$ cat config.mk
export PLATFORM = sky130hd
export DESIGN_NAME = bitserial_mac_sequencer
export DESIGN_NICKNAME = d
export VERILOG_FILES = /design/src/rtl/bsmac_pkg.sv /design/src/rtl/bsmac_bit_serializer.sv /design/src/rtl/bitserial_mac_sequencer.sv
export SDC_FILE = /design/constraint.sdc
export NUM_CORES = 1
export LEC_CHECK = 0
export ABC_AREA = 1
export BUFFER_PORTS_ARGS = -buffer_cell sky130_fd_sc_hd__buf_2
export CAP_MARGIN = 20
export CORE_MARGIN = 1.5
export CORE_UTILIZATION = 54
export DETAILED_ROUTE_END_ITERATION = 10
export PLACE_DENSITY = 0.88
export RECOVER_POWER = 25
export SLEW_MARGIN = 20
export SYNTH_ARGS = -nofsm -noshare
export SYNTH_HDL_FRONTEND = slang
export SYNTH_SLANG_ARGS = --single-unit
$ cat constraint.sdc
create_clock -name clk -period 2 [get_ports clk]
set_clock_uncertainty 0.15 [all_clocks]
set_input_delay 0.2 -clock clk [delete_from_list [all_inputs] [get_ports clk]]
set_output_delay 0.2 -clock clk [all_outputs]
set_load 0.005 [all_outputs]
$ cat src/rtl/bsmac_pkg.sv
// bsmac_pkg: shared definitions for the bit-serial MAC sequencer.
//   - state_e      : controller state encoding
//   - *_DEF        : default widths used by the top-level parameters
//   - TIMEOUT_DEF  : default done-wait limit for the optional timeout
package bsmac_pkg;

  typedef enum logic [2:0] {
    ST_IDLE   = 3'd0,
    ST_FETCH  = 3'd1,
    ST_START  = 3'd2,
    ST_SHIFT  = 3'd3,
    ST_WAIT   = 3'd4,
    ST_RESULT = 3'd5
  } state_e;

  localparam int unsigned A_WIDTH_DEF   = 4;
  localparam int unsigned B_WIDTH_DEF   = 4;
  localparam int unsigned ACC_WIDTH_DEF = 16;
  localparam int unsigned LEN_WIDTH_DEF = 8;
  localparam int unsigned TIMEOUT_DEF   = 64;

endpackage

$ cat src/rtl/bsmac_bit_serializer.sv
// bsmac_bit_serializer: loadable LSB-first shift register.
// Bit 0 of the loaded word is sent directly by the controller during the
// load cycle, so the register keeps only bits 1..WIDTH-1.
// Ports:
//   clk, rst   : clock, synchronous active-high reset (index counter only)
//   load_i     : capture data_i (bit 0 already sent by the caller)
//   data_i     : word to serialize
//   shift_i    : advance one bit
//   bit_o      : current serial bit (valid after load, before each shift)
//   last_o     : bit_o is the final bit of the word
module bsmac_bit_serializer
  import bsmac_pkg::*;
#(
  parameter int unsigned WIDTH = B_WIDTH_DEF
) (
  input  logic             clk,
  input  logic             rst,
  input  logic             load_i,
  input  logic [WIDTH-1:0] data_i,
  input  logic             shift_i,
  output logic             bit_o,
  output logic             last_o
);

  localparam int unsigned IDX_W = (WIDTH > 1) ? $clog2(WIDTH) : 1;

  logic [WIDTH-1:0] sh_q;
  logic [IDX_W-1:0] idx_q;

  always_ff @(posedge clk) begin
    if (rst) begin
      idx_q <= '0;
    end else if (load_i) begin
      idx_q <= IDX_W'(1);
    end else if (shift_i) begin
      idx_q <= idx_q + IDX_W'(1);
    end
  end

  // Data path carries no reset; its output is only selected while shifting.
  always_ff @(posedge clk) begin
    if (load_i) begin
      sh_q <= data_i >> 1;
    end else if (shift_i) begin
      sh_q <= sh_q >> 1;
    end
  end

  assign bit_o  = sh_q[0];
  assign last_o = (idx_q == IDX_W'(WIDTH - 1));

endmodule

$ cat src/rtl/bitserial_mac_sequencer.sv
// bitserial_mac_sequencer: drives a bit-serial multiplier as a dot-product
// MAC. Takes a length command, fetches unsigned (a,b) pairs, runs one serial
// multiply per pair and accumulates products modulo 2^ACC_WIDTH.
// Ports:
//   clk, rst                 : clock, synchronous active-high reset
//   cmd_start/cmd_len        : command (sampled in IDLE), cmd_busy status
//   op_valid/op_ready/op_a/b : operand pair stream
//   mul_*                    : multiplier control, serial bit, product/done
//   res_valid/res_ready      : result handshake
//   res_data/overflow/error  : sum, sticky carry-out flag, timeout flag
// Optional feature: define BSMAC_SEQ_TIMEOUT_EN to abort a multiply that has
// not signalled done within TIMEOUT_CYCLES WAIT cycles (res_error=1).
module bitserial_mac_sequencer
  import bsmac_pkg::*;
#(
  parameter int unsigned A_WIDTH        = A_WIDTH_DEF,
  parameter int unsigned B_WIDTH        = B_WIDTH_DEF,
  parameter int unsigned ACC_WIDTH      = ACC_WIDTH_DEF,
  parameter int unsigned LEN_WIDTH      = LEN_WIDTH_DEF,
  parameter int unsigned TIMEOUT_CYCLES = TIMEOUT_DEF
) (
  input  logic                       clk,
  input  logic                       rst,
  input  logic                       cmd_start,
  input  logic [LEN_WIDTH-1:0]       cmd_len,
  output logic                       cmd_busy,
  input  logic                       op_valid,
  output logic                       op_ready,
  input  logic [A_WIDTH-1:0]         op_a,
  input  logic [B_WIDTH-1:0]         op_b,
  output logic                       mul_start,
  output logic [A_WIDTH-1:0]         mul_multiplicand,
  output logic [B_WIDTH-1:0]         mul_multiplier,
  output logic                       mul_serial_bit,
  input  logic [A_WIDTH+B_WIDTH-1:0] mul_product,
  input  logic                       mul_done,
  output logic                       res_valid,
  input  logic                       res_ready,
  output logic [ACC_WIDTH-1:0]       res_data,
  output logic                       res_overflow,
  output logic                       res_error
);

  localparam int unsigned SUM_W = ACC_WIDTH + 1;

  if (ACC_WIDTH < A_WIDTH + B_WIDTH) begin : g_bad_acc
    $error("ACC_WIDTH must be at least A_WIDTH+B_WIDTH");
  end
  if (TIMEOUT_CYCLES < 1) begin : g_bad_tmo
    $error("TIMEOUT_CYCLES must be at least 1");
  end

  // Unsigned add with the carry-out kept as the top bit.
  function automatic logic [SUM_W-1:0] acc_add(input logic [ACC_WIDTH-1:0]       acc,
                                               input logic [A_WIDTH+B_WIDTH-1:0] prod);
    return {1'b0, acc} + SUM_W'(prod);
  endfunction

  state_e                 state_q, state_d;
  logic [LEN_WIDTH-1:0]   len_q, cnt_q;
  logic [ACC_WIDTH-1:0]   acc_q;
  logic                   ovf_q;
  logic [A_WIDTH-1:0]     a_q;
  logic [B_WIDTH-1:0]     b_q;
  logic [SUM_W-1:0]       sum;
  logic                   cap_cmd, cap_op, acc_en, ser_load, ser_shift;
  logic                   ser_bit, ser_last;
  logic                   set_err;

  assign sum = acc_add(acc_q, mul_product);

  bsmac_bit_serializer #(.WIDTH(B_WIDTH)) u_ser (
    .clk     (clk),
    .rst     (rst),
    .load_i  (ser_load),
    .data_i  (b_q),
    .shift_i (ser_shift),
    .bit_o   (ser_bit),
    .last_o  (ser_last)
  );

`ifdef BSMAC_SEQ_TIMEOUT_EN
  localparam int unsigned TMO_W = $clog2(TIMEOUT_CYCLES + 1);
  logic [TMO_W-1:0] tmo_q;
  logic             err_q;
  logic             tmo_hit;

  // Counts cycles spent in WAIT; hit marks the last allowed cycle.
  assign tmo_hit = (tmo_q == TMO_W'(TIMEOUT_CYCLES - 1));

  always_ff @(posedge clk) begin
    if (rst) begin
      tmo_q <= '0;
      err_q <= 1'b0;
    end else begin
      tmo_q <= (state_q == ST_WAIT) ? tmo_q + TMO_W'(1) : '0;
      if (cap_cmd)      err_q <= 1'b0;
      else if (set_err) err_q <= 1'b1;
    end
  end
  assign res_error = err_q;
`else
  assign res_error = 1'b0;
`endif

  always_comb begin
    state_d   = state_q;
    cap_cmd   = 1'b0;
    cap_op    = 1'b0;
    acc_en    = 1'b0;
    ser_load  = 1'b0;
    ser_shift = 1'b0;
    set_err   = 1'b0;
    case (state_q)
      ST_IDLE: begin
        if (cmd_start) begin
          cap_cmd = 1'b1;
          state_d = (cmd_len == '0) ? ST_RESULT : ST_FETCH;
        end
      end
      ST_FETCH: begin
        if (op_valid) begin
          cap_op  = 1'b1;
          state_d = ST_START;
        end
      end
      ST_START: begin
        ser_load = 1'b1;
        state_d  = (B_WIDTH == 1) ? ST_WAIT : ST_SHIFT;
      end
      ST_SHIFT: begin
        ser_shift = 1'b1;
        if (ser_last) state_d = ST_WAIT;
      end
      ST_WAIT: begin
        if (mul_done) begin
          acc_en  = 1'b1;
          state_d = (cnt_q + LEN_WIDTH'(1) == len_q) ? ST_RESULT : ST_FETCH;
        end
`ifdef BSMAC_SEQ_TIMEOUT_EN
        else if (tmo_hit) begin
          set_err = 1'b1;
          state_d = ST_RESULT;
        end
`endif
      end
      ST_RESULT: begin
        if (res_ready) state_d = ST_IDLE;
      end
      default: state_d = ST_IDLE;
    endcase
  end

  always_ff @(posedge clk) begin
    if (rst) begin
      state_q <= ST_IDLE;
      len_q   <= '0;
      cnt_q   <= '0;
      acc_q   <= '0;
      ovf_q   <= 1'b0;
      a_q     <= '0;
      b_q     <= '0;
    end else begin
      state_q <= state_d;
      if (cap_cmd) begin
        len_q <= cmd_len;
        cnt_q <= '0;
        acc_q <= '0;
        ovf_q <= 1'b0;
      end
      // Operands stay registered until the next fetch so the multiplier
      // sees them stable through done.
      if (cap_op) begin
        a_q <= op_a;
        b_q <= op_b;
      end
      if (acc_en) begin
        acc_q <= sum[ACC_WIDTH-1:0];
        ovf_q <= ovf_q | sum[ACC_WIDTH];
        cnt_q <= cnt_q + LEN_WIDTH'(1);
      end
    end
  end

  assign cmd_busy         = (state_q != ST_IDLE);
  assign op_ready         = (state_q == ST_FETCH);
  assign mul_start        = (state_q == ST_START);
  assign mul_multiplicand = a_q;
  assign mul_multiplier   = b_q;
  // Bit 0 goes out with the start pulse; later bits come from the serializer.
  assign mul_serial_bit   = (state_q == ST_START) ? b_q[0] :
                            (state_q == ST_SHIFT) ? ser_bit : 1'b0;
  assign res_valid        = (state_q == ST_RESULT);
  assign res_data         = acc_q;
  assign res_overflow     = ovf_q;

endmodule
==> results.txt <==
The flow ran to the end, but the final reports show violations. The checks that failed: negative setup slack. Final hold violation count: 0. The root buffer cell is sky130_fd_sc_hd__clkbuf_8. The average vias per placed instance works out to 5.38. Among all flip-flop cells after synthesis, the most frequent one is sky130_fd_sc_hd__dfxtp_1. Averaged over all synthesized cells, the footprint is 6.86 um2. The total overflow left after global routing is 0.

The worst-case clock buffer depth is 2. Overall global routing resource usage: 0.266. The worst-case IR drop observed on VDD is 0.563 mV. Summed over all layers, the routed wires come to 7.14 mm.

The die is 73.8 um tall. The source of the worst hold timing path was op_b[3]. The yosys synthesis warning count came out at 0.

The power density normalized to cell area was 879 mW/mm2. For the pin with the worst max-slew slack, the measured transition is 0.493 ns. The tightest hold path in the finished design has a slack of 0.0376 ns. The path with the worst hold slack has its endpoint at mul_multiplier[3]. Once detailed placement completed, the half-perimeter wirelength came to 4.69 mm.

The cell depth of the worst flop-to-flop path was 12. The proportion of synthesized chip area in sequential cells came out at 0.374. After detailed routing, the number of remaining DRC violations is 0. The cell seen most often among critical-path stages is sky130_fd_sc_hd__nand2_1. The final layout contains 510 nets. Counting instances, the worst hold path has a depth of 3. In this run the critical register-to-register path is launched from res_data[0].

For the worst slew margin relative to its limit, the log shows 0.668. The post-synth net total came out at 435. The biggest fanout along the worst timing path is 4, and the row count is 25.

The layout overhead on the synthesized area is 25.5%. In this design, the stage delay of the slowest critical-path cell is 0.38 ns. Entering global routing, the biggest net connects 21 pins. The first global-routing pass estimated 11.3 mm of wire. The critical path goes through ha_4 > fa_2 > nand2_1 > nand2_1 > nand2_2 > nand2_2 > nand2_1 > o211ai_1 > nand2_1 > nor2_1 > a22oi_1 > nor2_1.

The die covers 0.00544 mm2. The critical path is of the reg -> reg type. In this run, synthesis produced a sequential element count of 49. The deepest level of the CTS H-tree is 2, and the number of routed nets with antenna violations is 0. The post-route clock period utilization came out at 1.03.

The final-report max-slew violation count was 0; the routed length per instance was 13.3 um. After the first detailed-routing iteration, the DRC count stood at 169. Setup repair after global routing could not meet its margin everywhere.

STA puts the critical path data required time at 2.06 ns. Summing all non-filler instances in the final layout gives an area of 0.00339 mm2. The endpoint identified for the worst register-to-register timing path is res_data[14].

The min-delay analysis places its worst path in the category in -> reg. The cell area that synthesis handed to floorplanning was 0.00270 mm2. The placed instances occupy a cell area of 0.00309 mm2. Counting distinct cell types in the post-synthesis netlist gives 38.

The critical path data arrival time is 2.12 ns, and the area of the core region is 0.00479 mm2. The initial antenna violation count was 0; the proportion of register bits with asynchronous set or reset after synthesis was 0. Worst setup slack after placement: -0.00817 ns. The port buffer count works out to 59.

The analysis attributes to cell leakage a power of 1.56 nW. The run gives 0.889 as the final weighted congestion in routability-driven placement. The fraction of layout instances using a drive strength above 1 works out to 0.230. The final setup slack of the worst path was -0.0553 ns; the antenna diode count was 0.

Based on the critical path, the design can be clocked at up to 487 MHz. The worst setup path is launched from a flip-flop. The slowest cell on the critical path was sky130_fd_sc_hd__fa_2. Number of sinks driven by the clock tree: 49. The detailed router placed 2,889 vias in this run.

TritonCTS built the clock tree. The tool flagged a number of max-cap violations equal to 0. Measured along the x axis, the die boundary spans 73.8 um. The latest clock arrival within the worst-skew pair is 0.31 ns. The initial cell density of the core is 0.565, and the number of standard cells after synthesis is 394. The post-layout minimum cycle time is 2.06 ns, and the via count of the first global-routing pass is 2,656. Clock-pin slew was measured on the worst setup and hold paths at 0.10 ns.

Across all register-to-register paths, the minimum setup slack is -0.06 ns. The run gives 5 as the number of CTS-inserted buffers. The number of top-level pins came out at 61. The number of enable flip-flop cells after synthesis came out at 3. The tools report the nature of the critical path endpoint as a flip-flop. The setup-violating endpoint count in the final report is 2. For the total iterations of the first detailed-routing run, the log shows 4.
-- cells in the mapped netlist, types with 4 or more instances --
cell | n | area, um2
sky130_fd_sc_hd__inv_2 | 9 | 33.8
sky130_fd_sc_hd__nand4_1 | 4 | 25.0
sky130_fd_sc_hd__nand2_1 | 98 | 368
sky130_fd_sc_hd__nor2_1 | 42 | 158
sky130_fd_sc_hd__nand3_1 | 29 | 145
sky130_fd_sc_hd__o21ai_0 | 29 | 145
sky130_fd_sc_hd__inv_1 | 39 | 146
sky130_fd_sc_hd__a21oi_1 | 38 | 190
sky130_fd_sc_hd__dfxtp_1 | 46 | 921
sky130_fd_sc_hd__ha_1 | 10 | 125
sky130_fd_sc_hd__buf_4 | 5 | 37.5
-- critical path: cells and delay by family (launching register included) --
kind                     cells  cell delay [ns]
AND/OR/NAND/NOR              8             0.57
AO/OA/AOI/OAI                2             0.33
adder cells (fa/ha/maj)      2             0.55
flip-flops                   1             0.35
-- placed cells by master, fill, tap and decap left out, types with 2 or more instances in the layout --
master,count
sky130_fd_sc_hd__nand2_1,92
sky130_fd_sc_hd__buf_2,50
sky130_fd_sc_hd__dfxtp_1,43
sky130_fd_sc_hd__nor2_1,42
sky130_fd_sc_hd__inv_1,39
sky130_fd_sc_hd__a21oi_1,36
sky130_fd_sc_hd__nand3_1,28
sky130_fd_sc_hd__o21ai_0,27
sky130_fd_sc_hd__buf_4,12
sky130_fd_sc_hd__inv_2,9
sky130_fd_sc_hd__clkbuf_1,9
sky130_fd_sc_hd__dlygate4sd3_1,8
sky130_fd_sc_hd__nand2_2,7
sky130_fd_sc_hd__ha_1,6
sky130_fd_sc_hd__clkbuf_8,5
sky130_fd_sc_hd__nor2_4,4
sky130_fd_sc_hd__nand4_1,4
sky130_fd_sc_hd__nor3_1,3
sky130_fd_sc_hd__a22oi_1,3
sky130_fd_sc_hd__nor4_1,3
sky130_fd_sc_hd__o21ai_1,3
sky130_fd_sc_hd__ha_4,3
sky130_fd_sc_hd__dfxtp_2,3
sky130_fd_sc_hd__edfxtp_1,3
sky130_fd_sc_hd__nor3_2,2
sky130_fd_sc_hd__nand3_2,2
sky130_fd_sc_hd__o211ai_1,2
sky130_fd_sc_hd__a21o_1,2
sky130_fd_sc_hd__a21oi_2,2
sky130_fd_sc_hd__a31oi_1,2
sky130_fd_sc_hd__bufinv_16,2
-- where the power goes --
part | switching [W] | total [W] | internal [W]
Clock | 0.000364 | 0.000868 | 0.000504
Sequential | 0.0000866 | 0.00123 | 0.00114
Combinational | 0.000580 | 0.000887 | 0.000307
Total | 0.00103 | 0.00298 | 0.00195
-- flip-flops by register name (all words and copies together), names as in the netlist, 2 cells and up --
name,flops
len_q,8
res_data,16
cnt_q,8
mul_multiplicand,4
u_ser.idx_q,2
mul_multiplier,4
state_q,3
u_ser.sh_q,3
-- routing by layer --
layer / wire length (um) / track usage / up-vias / share of wire
met4: 140 / 0.0967 / 0 / 0.020
met5: 0 / 0 / - / 0
met3: 447 / 0.0631 / 18 / 0.063
li1: - / - / 1438 / -
met2: 3630 / 0.468 / 99 / 0.51
met1: 2920 / 0.311 / 1334 / 0.41
-- logic make-up after synthesis --
logic type      after synthesis  share of synthesized area
fa+ha+maj                    11                     0.0537
other cells                   1                    0.00139
compound gates               81                      0.162
xor+xnor                      1                    0.00324
buf+inv                      59                     0.0902
flops                        49                      0.374
simple gates                192                      0.315
-- worst max path at each step --
stage	slack (ns)	to	startpoint	depth (start not counted)
floorplan	0.13	res_data[12]	res_data[0]	12
global route	-0.17	res_data[14]	res_data[0]	12
global placement	0.07	res_data[12]	mul_product[0]	13
detailed placement	-0.008	res_data[14]	mul_product[0]	13
finish	-0.06	res_data[14]	res_data[0]	12
CTS	0.04	res_data[14]	res_data[0]	12
-- metrics by stage --
stage,instances,TNS (ns),total power [W],utilization
after floorplan,394,0,0.00182,-
after global placement,519,0,0.00205,0.647
after detailed placement,519,-0.00817,0.00208,0.647
after CTS,535,0,0.00296,0.693
after global routing,537,-0.748,0.00316,0.709
final,537,-0.0694,0.00298,0.709
-- repair_timing --
action | CTS | global route
hold endpoints to repair | 8 | 0
hold buffers | 8 | 0
buffers inserted | 0 | 2
setup endpoints to repair | 3 | 11
resized for setup | 1 | 20
pin swaps | 0 | 4
-- final cells by class --
| type | count | area (um2) |
|---|---|---|
| clock inverter | 3 | 68.8 |
| inverter | 48 | 180 |
| clock buffer | 5 | 68.8 |
| multi-input combinational | 286 | 1520 |
| timing repair buffer | 79 | 454 |
| tap | 67 | 83.8 |
| sequential | 49 | 1010 |
| fill | 385 | 1390 |
(Power assumes the default switching activity.)
